File: src/rtl/rst_seq_ctrl.sv
// Power-on reset/clock-enable sequencer for N_DOM domains with
// PLL-lock qualification and per-domain software reset handshake.
module rst_seq_ctrl #(
    parameter int N_DOM      = 3,
    parameter int SETTLE_CYC = 16,
    parameter int GAP_CYC    = 8,
    parameter int CNT_W      = 8
) (
    input  logic             clk_i,
    input  logic             rst_n_i,
    input  logic             pll_lock_i,
    input  logic [N_DOM-1:0] sw_rst_req_i,
    output logic [N_DOM-1:0] sw_rst_ack_o,
    output logic [N_DOM-1:0] clk_en_o,
    output logic [N_DOM-1:0] rst_n_o,
    output logic             seq_done_o,
    output logic [2:0]       state_o
);

    localparam int KW = $clog2(N_DOM + 1);
    localparam int SW = (N_DOM > 1) ? $clog2(N_DOM) : 1;
    localparam logic [CNT_W-1:0] SETTLE_LAST = CNT_W'(SETTLE_CYC - 1);
    localparam logic [CNT_W-1:0] GAP_LAST    = CNT_W'(GAP_CYC - 1);
    localparam logic [KW-1:0]    K_END       = KW'(N_DOM);

    if (N_DOM < 1) begin : g_bad_ndom
        $error("rst_seq_ctrl: N_DOM must be at least 1");
    end
    if (SETTLE_CYC < 1 || SETTLE_CYC > (1 << CNT_W) - 1) begin : g_bad_settle
        $error("rst_seq_ctrl: SETTLE_CYC out of range for CNT_W");
    end
    if (GAP_CYC < 1 || GAP_CYC > (1 << CNT_W) - 1) begin : g_bad_gap
        $error("rst_seq_ctrl: GAP_CYC out of range for CNT_W");
    end

    typedef enum logic [2:0] {
        IDLE    = 3'd0,
        SETTLE  = 3'd1,
        RELEASE = 3'd2,
        RUN     = 3'd3,
        SWRST   = 3'd4
    } state_t;

    state_t           state_q, state_d;
    logic [CNT_W-1:0] cnt_q, cnt_d;
    logic [KW-1:0]    k_q, k_d;
    logic [SW-1:0]    sel_q, sel_d;
    logic [N_DOM-1:0] clk_en_q, clk_en_d;
    logic [N_DOM-1:0] rst_q, rst_d;
    logic [N_DOM-1:0] ack_q, ack_d;
    logic             done_q, done_d;
    logic [N_DOM-1:0] pending;
    logic [SW-1:0]    pick;
    logic             pick_vld;

    // Lowest-index request that has not yet been acknowledged.
    always_comb begin
        pending  = sw_rst_req_i & ~ack_q;
        pick     = '0;
        pick_vld = 1'b0;
        for (int i = N_DOM - 1; i >= 0; i--) begin
            if (pending[i]) begin
                pick     = SW'(i);
                pick_vld = 1'b1;
            end
        end
    end

    always_comb begin
        state_d  = state_q;
        cnt_d    = cnt_q;
        k_d      = k_q;
        sel_d    = sel_q;
        clk_en_d = clk_en_q;
        rst_d    = rst_q;
        ack_d    = ack_q & sw_rst_req_i;
        done_d   = done_q;
        unique case (state_q)
            IDLE: begin
                clk_en_d = '0;
                rst_d    = '0;
                done_d   = 1'b0;
                if (pll_lock_i) begin
                    state_d = SETTLE;
                    cnt_d   = '0;
                end
            end
            SETTLE: begin
                if (cnt_q == SETTLE_LAST) begin
                    state_d     = RELEASE;
                    cnt_d       = '0;
                    k_d         = '0;
                    clk_en_d[0] = 1'b1;
                end else begin
                    cnt_d = cnt_q + 1'b1;
                end
            end
            RELEASE: begin
                if (k_q == K_END) begin
                    state_d = RUN;
                    done_d  = 1'b1;
                end else if (cnt_q == GAP_LAST) begin
                    for (int i = 0; i < N_DOM; i++) begin
                        if (i == int'(k_q)) begin
                            rst_d[i] = 1'b1;
                        end
                        if (i == int'(k_q) + 1) begin
                            clk_en_d[i] = 1'b1;
                        end
                    end
                    k_d   = k_q + 1'b1;
                    cnt_d = '0;
                end else begin
                    cnt_d = cnt_q + 1'b1;
                end
            end
            RUN: begin
                if (pick_vld) begin
                    state_d = SWRST;
                    sel_d   = pick;
                    cnt_d   = '0;
                    done_d  = 1'b0;
                    for (int i = 0; i < N_DOM; i++) begin
                        if (i == int'(pick)) begin
                            rst_d[i] = 1'b0;
                        end
                    end
                end
            end
            SWRST: begin
                if (cnt_q == GAP_LAST) begin
                    state_d = RUN;
                    done_d  = 1'b1;
                    for (int i = 0; i < N_DOM; i++) begin
                        if (i == int'(sel_q)) begin
                            rst_d[i] = 1'b1;
                            ack_d[i] = 1'b1;
                        end
                    end
                end else begin
                    cnt_d = cnt_q + 1'b1;
                end
            end
            default: begin
                state_d = IDLE;
            end
        endcase
        // Lock loss overrides everything above.
        if (state_q != IDLE && !pll_lock_i) begin
            state_d  = IDLE;
            cnt_d    = '0;
            k_d      = '0;
            clk_en_d = '0;
            rst_d    = '0;
            ack_d    = '0;
            done_d   = 1'b0;
        end
    end

    always_ff @(posedge clk_i or negedge rst_n_i) begin
        if (!rst_n_i) begin
            state_q  <= IDLE;
            cnt_q    <= '0;
            k_q      <= '0;
            sel_q    <= '0;
            clk_en_q <= '0;
            rst_q    <= '0;
            ack_q    <= '0;
            done_q   <= 1'b0;
        end else begin
            state_q  <= state_d;
            cnt_q    <= cnt_d;
            k_q      <= k_d;
            sel_q    <= sel_d;
            clk_en_q <= clk_en_d;
            rst_q    <= rst_d;
            ack_q    <= ack_d;
            done_q   <= done_d;
        end
    end

    assign sw_rst_ack_o = ack_q;
    assign clk_en_o     = clk_en_q;
    assign rst_n_o      = rst_q;
    assign seq_done_o   = done_q;
    assign state_o      = state_q;

endmodule

File: config.mk
export PLATFORM = sky130hd
export DESIGN_NAME = rst_seq_ctrl
export DESIGN_NICKNAME = d
export VERILOG_FILES = /design/src/rtl/rst_seq_ctrl.sv
export SDC_FILE = /design/constraint.sdc
export NUM_CORES = 1
export LEC_CHECK = 0
export BUFFER_PORTS_ARGS = -buffer_cell sky130_fd_sc_hd__buf_4
export CELL_PAD_IN_SITES_DETAIL_PLACEMENT = 1
export CELL_PAD_IN_SITES_GLOBAL_PLACEMENT = 2
export CORE_MARGIN = 4
export CORE_UTILIZATION = 32
export DETAILED_ROUTE_END_ITERATION = 8
export GPL_ROUTABILITY_DRIVEN = 0
export HOLD_SLACK_MARGIN = 0.03
export PLACE_DENSITY_LB_ADDON = 0.15
export RECOVER_POWER = 50
export SLEW_MARGIN = 20
export SYNTH_ARGS = -nofsm -noshare
export SYNTH_HDL_FRONTEND = slang
export SYNTH_SLANG_ARGS = --single-unit
File: constraint.sdc
create_clock -name clk_i -period 1.9 [get_ports clk_i]
set_input_delay 0.19 -clock clk_i [delete_from_list [all_inputs] [get_ports clk_i]]
set_output_delay 0.19 -clock clk_i [all_outputs]
set_load 0.005 [all_outputs]
==> summary.txt <==
Clock network
  • Clock Pin Slew Worst Setup and Hold Paths: 0.10 ns
  • Worst skew pair latency: 0.28 ns
  • Sink Count: 25
  • Number of buffers created by CTS: 3
  • H-tree levels: 1
  • CTS tree: built
  • Clock root buffer: clkbuf_8
  • Clock Tree Buf Depth: 2

Hold path
  • Hold Crit Depth: 3
  • Hold Crit Class: in -> reg

Yosys
  • Largest cells by area after synthesis: dfrtp_1, o21ai_0, ha_1
  • Post-synth ARST share: 1.00
  • Synth cell count leaders: dfrtp_1, o21ai_0, nand2_1, nor2_1, inv_1
  • Top-count cell post-synth: dfrtp_1
  • Avg Cell Area, Syn: 9.05 um^2
  • Ys Warns: 0
  • Synth top area share: 0.362
  • EDFF count, synth: 0
  • Register area share after synthesis: 0.362
  • Mapped Area: 1730 um^2
  • Post-synthesis net count: 202
  • Distinct cells, synth: 59
  • Post-Syn Instances: 191
  • Synth area leader: dfrtp_1
  • Ys flop type: dfrtp_1
  • FF+latch count, synth: 25

Worst setup path
  • Startpoint types: flip-flop
  • CP max FO: 6
  • Reg2Reg Depth: 7
  • Worst Path Arrival: 2.20 ns
  • CP endpoint kind: flip-flop
  • CP Data Required Time: 2.08 ns
  • Setup CP Type: reg -> reg

STA
  • Setup violators final: 8
  • Achievable Freq: 497 MHz
  • Slew @ Worst Pin: 0.691 ns
  • Clock skew: 0.00383 ns
  • RSZ-0062 raised after global routing: yes
  • Min Tclk post-route: 2.01 ns
  • Worst hold slack: 0.153 ns
  • Final hold vios: 0
  • Slew Limit Fails: 0
  • Worst setup margin: -0.113 ns
  • Period utilization: 1.06
  • Slew HR: 0.539

Global routing
  • Largest net degree at the start of global routing: 26
  • Initial antenna violation count: 0
  • Vias in the first global route: 1924
  • GRT Total Usage: 0.195
  • Grt ovf: 0
  • First-pass GRT wire length: 9.85 mm

Floorplanning
  • Die area: 6640 um^2
  • Die width: 81.5 um
  • Starting Density: 0.334
  • I/O pins: 19
  • Core area: 5170 um^2
  • Cell row count: 26
  • Chip height: 81.5 um

Route
  • Drc violations: 0
  • Final ANT Viol Nets: 0
  • Routed WL: 6.37 mm
  • Initial DRC count: 158
  • DR pass1 iterations: 4
  • Via/cell ratio: 5.71
  • WL/cell: 19.4 um
  • Via count: 1877

Placed design
  • DP Area: 2270 um^2
  • Placed Instances: 316
  • Pre-CTS WS: -0.215 ns
  • Input/output buffers: 18
  • DP HPWL: 4.64 mm

Final layout
  • Area taken by multi-input logic gates: 1100 um^2
  • Share of cells above drive strength 1: 0.429
  • Post-route insts no fill: 329
  • # diodes: 0
  • Nets: 271
  • Register area: 629 um^2
  • Post-route cell area: 2480 um^2
  • Fill count: 599
  • Area grow syn2layout: 43.7%

Status
  • Failing checks: negative setup slack
  • Status: complete, but fails checks

Power and ir drop
  • Pwr per Cell Area: 479 nW/um^2
  • Leakage power: 0.00116 uW
  • Max VDD drop: 227 uV

Run
  • Number of max-cap violations: 0
## power breakdown
group	internal [uW]	switching (uW)	leakage (uW)
Combinational	135	153	0.000797
Sequential	544	13.9	0.000340
Clock	148	194	0.0000255
Total	827	361	0.00116
## per-layer routing
layer / vias to the layer above / track usage / share of wire
met4: 0 / 0.0557 / 0.020
met2: 52 / 0.338 / 0.49
met1: 953 / 0.254 / 0.45
li1: 861 / - / -
met5: - / 0 / 0
met3: 11 / 0.0219 / 0.040
## path summary, 6_finish.rpt
kind / start / slack (ns) / to
worst min register to register: rst_n_o[1] / 0.51 / rst_n_o[1]
max in group asynchronous: rst_n_i / 0.94 / state_o[1]
worst min-delay path: sw_rst_req_i[1] / 0.15 / sw_rst_ack_o[1]
min in group asynchronous: rst_n_i / 0.47 / sel_q[1]
worst max-delay path: cnt_q[1] / -0.11 / cnt_q[7]
worst max register to register: cnt_q[1] / -0.11 / cnt_q[7]
## worst max-delay path, cell delays in order, from the launching register on
cell      delay (ns)
dfrtp_1         0.42
ha_4            0.18
buf_6           0.11
nand3b_1        0.15
a22oi_2         0.13
o221ai_2        0.20
or3b_4          0.48
o311ai_2        0.25
## cells in the final DEF, fill, tap and decap left out, types with 3 or more instances in the layout
cell type  count
a211oi_1       3
a21oi_1        4
a32oi_1        3
buf_4         69
clkbuf_8       3
dfrtp_1       22
dfrtp_2        3
ha_1           4
inv_1          9
nand2_1       14
nand2b_1       5
nand3_1        7
nand3b_1       3
nand4_1        3
nor2_1        13
nor2b_1        4
o21ai_0       14
o21ai_1        4
## repair_timing
item,CTS,global route
setup endpoints to repair,14,15
buffers inserted,1,7
gates resized for setup,11,17
hold buffers,1,0
hold endpoints to repair,25,0
pin swaps,1,7
## through the flow
step | power (uW) | util | TNS, ns
floorplan | 692 | - | -0.0506
global placement | 803 | 0.438 | -0.340
detailed placement | 819 | 0.438 | -1.66
CTS | 1180 | 0.458 | -0.338
global route | 1250 | 0.480 | -1.17
finish | 1190 | 0.480 | -0.589
## sequential cells by signal (all words and copies together) (netlist names)
signal and flops:
sel_q 2, cnt_q 8, rst_n_o 3, clk_en_o 3
sw_rst_ack_o 3, k_q 2, state_o 3, seq_done_o 1
## cell families after synthesis
logic type	Yosys count	synth area share
buffers and inverters	20	0.0543
flip-flops	25	0.362
AO/OA/AOI/OAI	60	0.262
AND/OR/NAND/NOR	77	0.261
adder cells (fa/ha/maj)	5	0.0362
multiplexers	4	0.0246
## layout make-up
type                       count  share of cell area
sequential                    25               0.254
inverter                       9              0.0136
clock inverter                 1             0.00202
clock buffer                   3              0.0166
timing repair buffer          75               0.234
tap                           70              0.0353
multi-input combinational    146               0.445
Note: power is estimated with default switching activity, not from simulation.
